==> src/rtl/ring_seq_pkg.sv <==
// Shared types and helpers for the ring sequencer: mode/direction encodings
// and the per-mode reset (home-after-reset) value.
package ring_seq_pkg;

  localparam int unsigned MAX_BITS = 64;

  typedef enum logic {
    MODE_ONEHOT  = 1'b0,
    MODE_JOHNSON = 1'b1
  } seq_mode_e;

  typedef enum logic {
    DIR_UP   = 1'b0,
    DIR_DOWN = 1'b1
  } seq_dir_e;

  // Callers truncate to their own width; one-hot starts at bit 0, Johnson at zero.
  function automatic logic [MAX_BITS-1:0] reset_value(input seq_mode_e mode);
    logic [MAX_BITS-1:0] val;
    val = '0;
    if (mode == MODE_ONEHOT) begin
      val[0] = 1'b1;
    end
    return val;
  endfunction

endpackage

==> src/rtl/ring_seq_next.sv <==
// Combinational step logic for the ring sequencer: next value, legality of the
// current value for the selected mode, and whether the step lands on home.
module ring_seq_next
  import ring_seq_pkg::*;
#(
  parameter int unsigned N_BITS = 4
) (
  input  logic [N_BITS-1:0] count,
  input  logic              mode,
  input  logic              dir,
  output logic [N_BITS-1:0] next_c,
  output logic              legal_c,
  output logic              lands_home_c
);

  seq_mode_e         mode_e;
  seq_dir_e          dir_e;
  logic [N_BITS-1:0] home;
  logic [N_BITS-1:0] count_inv;
  logic              onehot_legal;
  logic              lsb_run;
  logic              msb_run;

  assign mode_e    = seq_mode_e'(mode);
  assign dir_e     = seq_dir_e'(dir);
  assign count_inv = ~count;

  // x & (x+1) == 0 means x is a run of ones anchored at bit 0 (incl. all-zero/all-one).
  always_comb begin
    onehot_legal = (count != '0) && ((count & (count - N_BITS'(1))) == '0);
    lsb_run      = ((count & (count + N_BITS'(1))) == '0);
    msb_run      = ((count_inv & (count_inv + N_BITS'(1))) == '0);
  end

  always_comb begin
    next_c  = count;
    home    = '0;
    legal_c = 1'b0;
    if (mode_e == MODE_ONEHOT) begin
      legal_c = onehot_legal;
      if (dir_e == DIR_UP) begin
        next_c  = {count[N_BITS-2:0], count[N_BITS-1]};
        home[0] = 1'b1;
      end else begin
        next_c         = {count[0], count[N_BITS-1:1]};
        home[N_BITS-1] = 1'b1;
      end
    end else begin
      legal_c = lsb_run || msb_run;
      if (dir_e == DIR_UP) begin
        next_c = {count[N_BITS-2:0], ~count[N_BITS-1]};
      end else begin
        next_c = {~count[0], count[N_BITS-1:1]};
      end
    end
    lands_home_c = (next_c == home);
  end

endmodule

==> src/rtl/ring_sequencer.sv <==
// N-bit one-hot / Johnson ring sequencer with direction, enable, load, wrap pulse
// and illegal-state recovery. Define RING_SEQUENCER_POS_EN to add the pos output.
module ring_sequencer
  import ring_seq_pkg::*;
#(
  parameter int unsigned N_BITS = 4
) (
  input  logic              clk,
  input  logic              reset,
  input  logic              en,
  input  logic              load,
  input  logic [N_BITS-1:0] data_in,
  input  logic              mode,
  input  logic              dir,
  output logic [N_BITS-1:0] count,
  output logic              wrap,
  output logic              illegal
`ifdef RING_SEQUENCER_POS_EN
  ,
  output logic [$clog2(2*N_BITS)-1:0] pos
`endif
);

  logic [N_BITS-1:0] count_q;
  logic [N_BITS-1:0] count_d;
  logic              wrap_q;
  logic              wrap_d;
  logic [N_BITS-1:0] next_c;
  logic [N_BITS-1:0] rst_val;
  logic              legal_c;
  logic              lands_home_c;

  ring_seq_next #(
    .N_BITS(N_BITS)
  ) u_next (
    .count       (count_q),
    .mode        (mode),
    .dir         (dir),
    .next_c      (next_c),
    .legal_c     (legal_c),
    .lands_home_c(lands_home_c)
  );

  assign rst_val = N_BITS'(reset_value(seq_mode_e'(mode)));

  // Priority reset > load > en > hold; an enabled step from an illegal value recovers.
  always_comb begin
    count_d = count_q;
    wrap_d  = 1'b0;
    if (reset) begin
      count_d = rst_val;
    end else if (load) begin
      count_d = data_in;
    end else if (en) begin
      if (legal_c) begin
        count_d = next_c;
        wrap_d  = lands_home_c;
      end else begin
        count_d = rst_val;
      end
    end
  end

  always_ff @(posedge clk) begin
    count_q <= count_d;
    wrap_q  <= wrap_d;
  end

  assign count   = count_q;
  assign wrap    = wrap_q;
  assign illegal = ~legal_c;

`ifdef RING_SEQUENCER_POS_EN
  localparam int unsigned POS_W = $clog2(2*N_BITS);

  int ones;

  // Johnson position: LSB-anchored runs count up from zero, MSB-anchored runs count down from 2N.
  always_comb begin
    ones = $countones(count_q);
    pos  = '0;
    if (legal_c) begin
      if (seq_mode_e'(mode) == MODE_ONEHOT) begin
        for (int i = 0; i < int'(N_BITS); i++) begin
          if (count_q[i]) begin
            pos = POS_W'(i);
          end
        end
      end else if (count_q[0] || (count_q == '0)) begin
        pos = POS_W'(ones);
      end else begin
        pos = POS_W'(int'(2 * N_BITS) - ones);
      end
    end
  end
`endif

endmodule

==> config.mk <==
export PLATFORM = sky130hd
export DESIGN_NAME = ring_sequencer
export DESIGN_NICKNAME = d
export VERILOG_FILES = /design/src/rtl/ring_seq_pkg.sv /design/src/rtl/ring_seq_next.sv /design/src/rtl/ring_sequencer.sv
export SDC_FILE = /design/constraint.sdc
export NUM_CORES = 1
export LEC_CHECK = 0
export ABC_CLOCK_PERIOD_IN_PS = 2070
export BUFFER_PORTS_ARGS = -buffer_cell sky130_fd_sc_hd__buf_2
export CAP_MARGIN = 0
export CORE_AREA = 5 5 42 44
export DETAILED_ROUTE_END_ITERATION = 6
export DIE_AREA = 0 0 47 49
export PLACE_DENSITY = 0.55
export SYNTH_ARGS = -nofsm -noshare
export SYNTH_HDL_FRONTEND = slang
export SYNTH_HIERARCHICAL = 1
export SYNTH_SLANG_ARGS = --single-unit
export TNS_END_PERCENT = 30
==> constraint.sdc <==
create_clock -name clk -period 2.07 [get_ports clk]
set_input_delay 0.1035 -clock clk [delete_from_list [all_inputs] [get_ports clk]]
set_output_delay 0.1035 -clock clk [all_outputs]
set_load 0.03 [all_outputs]
==> flow_summary.toml <==
[outcome]
status = "finished clean"

[routing]
met1_length_um = 479
drt_pass1_iterations = 4
drt-initial-drc-count = 13
route.met2.wl_um = 431
antenna_left = 0
top_layer = "met4"
via_per_inst = 5.07
wirelength_um = 1010
via_count = 446
drcViolationCount = 0
met3_length_um = 79
wl_per_cell_um = 11.5

[final_layout]
diodes = 0
multi_input_area_sq_um = 264
nFillCells = 162
seq_area_sq_um = 110
final_cells = 88
syn2layout_area_growth_pct = 27.5
drive_gt1_share_pct = 31.9
fin_nets = 83

[yosys]
synth_top_flop_cell = "dfxtp_1"
synth_top_cells_by_count = "nor2_1 (6), inv_1 (5), nand2_1 (5)"
synth.top_cell.area_share_pct = 19.6
syn_inst = 54
syn_nets = 64
ys_seq_area_share_pct = 26.9
ys_ff_latch = 5
synth_most_common_cell = "nor2_1"
synthTopCellsByArea = "dfxtp_1 (20%), edfxtp_1 (7.3%), nor2b_1 (6.1%)"
yosysWarnings = 6
syn_avg_cell_area_sq_um = 7.58
synth.cell_area_sq_um = 409
synth.largest_area_cell = "dfxtp_1"
synthDistinctLibCells = 27
synth_edf_count = 1
synthArstFlopShare_pct = 0

[critical_path]
crit_path_max_fanout = 9
critPathArrivalTime_ns = 1.74
cpMaxStageDelayCell = "edfxtp_1"
required_ns = 1.97
path_delay_family = "flip-flops"
path_class = "reg -> out"
crit_chain = "nor2b_1 > o31a_1 > a31oi_1 > buf_4 > inv_1 > buf_2"
crit_buf_inv = 3
cpPeakStageDelay_ns = 0.49
critPathLaunchType = "flip-flop"
cp-end-kind = "output port"

[timing]
tightest_slew_ns = 0.311
fin_tns_setup_ns = 0
timing.fmax_ghz = 0.544
setup_viol = 0
skew_ns = 0.00309
hold_viol = 0
rsz0062_at_grt = "no"
finalCritPeriodShare_pct = 88.8
slew_headroom_pct = 79.2
finalMaxSlewViolations = 0
min_period_ns = 1.84

[floorplan]
initial_core_util_pct = 29.2
io_pins = 16
row_count = 14
coreArea_sq_mm = 0.00140
die_h_um = 49
die_area_sq_mm = 0.00230
die_w_um = 47

[clock_network]
cts.reportedPaths.clkPinSlew_ns = 0.05
post-cts-setup-buffer-count = 0
root_buffer = "clkbuf_4"
clock-sinks = 5
htreeDepth = 1
cts_tree = "yes"
ctsResizeCount = 0
clk_latency_ns = 0.25
clockBufferDepth = 2
ctsHoldBuffers = 0
cts_buffers = 3

[global_route]
gr-total-overflow = 0
grt_pass1_wl_um = 1610
antenna_found_initial = 0
groute.usage.overall_pct = 9.58
grt_max_degree = 10
grt_pass1_vias = 397

[flow_run]
maxCapViolCount = 0

[hold_path]
hold_path.class = "in -> reg"

[place]
io_buffers = 15
place_inst = 84
gp_congestion = 0.743
hpwlAfterDp_um = 746

[power]
power_density_mw_per_mm2 = 686
p_leak_uw = 0.000233
ir_drop_mv = 0.272
[metal layers]
layer	vias to the layer above	GRT usage, %
met5	-	0
met3	3	1.48
li1	227	-
met2	20	12.0
met4	0	8.29
met1	196	13.4
[cell usage in the layout, fill, tap and decap left out, drive strengths merged, types with 2 or more instances in the layout]
| cell | count |
|---|---|
| buf | 16 |
| nor2 | 6 |
| inv | 5 |
| nand2 | 5 |
| nor2b | 5 |
| dfxtp | 4 |
| clkbuf | 4 |
| a21oi | 3 |
| o21ai | 3 |
| a31oi | 2 |
| nand3 | 2 |
| a22oi | 2 |
| mux2 | 2 |
| xnor2 | 2 |
| nor3 | 2 |
[area by class of cell]
class                      count  area share, %
inverter                       5           3.60
sequential                     5           21.1
tap                           16           3.84
clock buffer                   4           5.04
timing repair buffer          16           15.8
multi-input combinational     42           50.6
[state kept, by name, indices dropped and copies added, names as in the netlist]
name and flops:
wrap 1, count 4
[through the flow]
step	util [%]	hold WS, ns	cell area (sq um)	power, uW	worst slack [ns]
after floorplan	-	0.182	409	205	0.0908
after global placement	35.4	0.336	495	242	0.403
after detailed placement	35.4	0.334	495	242	0.371
after CTS	37.2	0.0756	522	359	0.230
after global routing	37.2	0.0829	522	381	0.130
final	37.2	0.0742	522	358	0.231
[cell families after synthesis]
family                 after synthesis  synth area share [%]
flip-flops                           5                  26.9
AO/OA/AOI/OAI                       15                  24.2
XOR/XNOR                             2                  4.28
buffers and inverters                7                  8.56
AND/OR/NAND/NOR                     23                  30.6
multiplexers                         2                  5.50
[final timing paths]
path	slack (ns)	startpoint	end	depth (start not counted)
worst max-delay path	0.23	count[0]$_DFFE_PP_	illegal	6
worst min-delay path	0.07	data_in[2]	count[2]$_SDFFE_PP0P_	3
worst max register to register	0.37	count[0]$_DFFE_PP_	count[0]$_DFFE_PP_	6
worst min register to register	0.68	count[3]$_SDFFE_PP0P_	wrap$_SDFF_PP0_	4
[power by group]
part	internal (uW)	switching, uW	leakage [uW]
logic	49.0	67.5	0.000174
registers	108	15.5	0.0000435
clock network	73.2	44.9	0.0000150
total	230	128	0.000233
[worst register-to-register path, cell delays in order, from the launching register on]
cell and delay (ns):
edfxtp_1 0.49, nor2b_1 0.18, o31a_1 0.24, a31oi_1 0.18, nor2_1 0.07, a31oi_1 0.14
o221ai_1 0.13
Power figures use the tool's default switching activity.
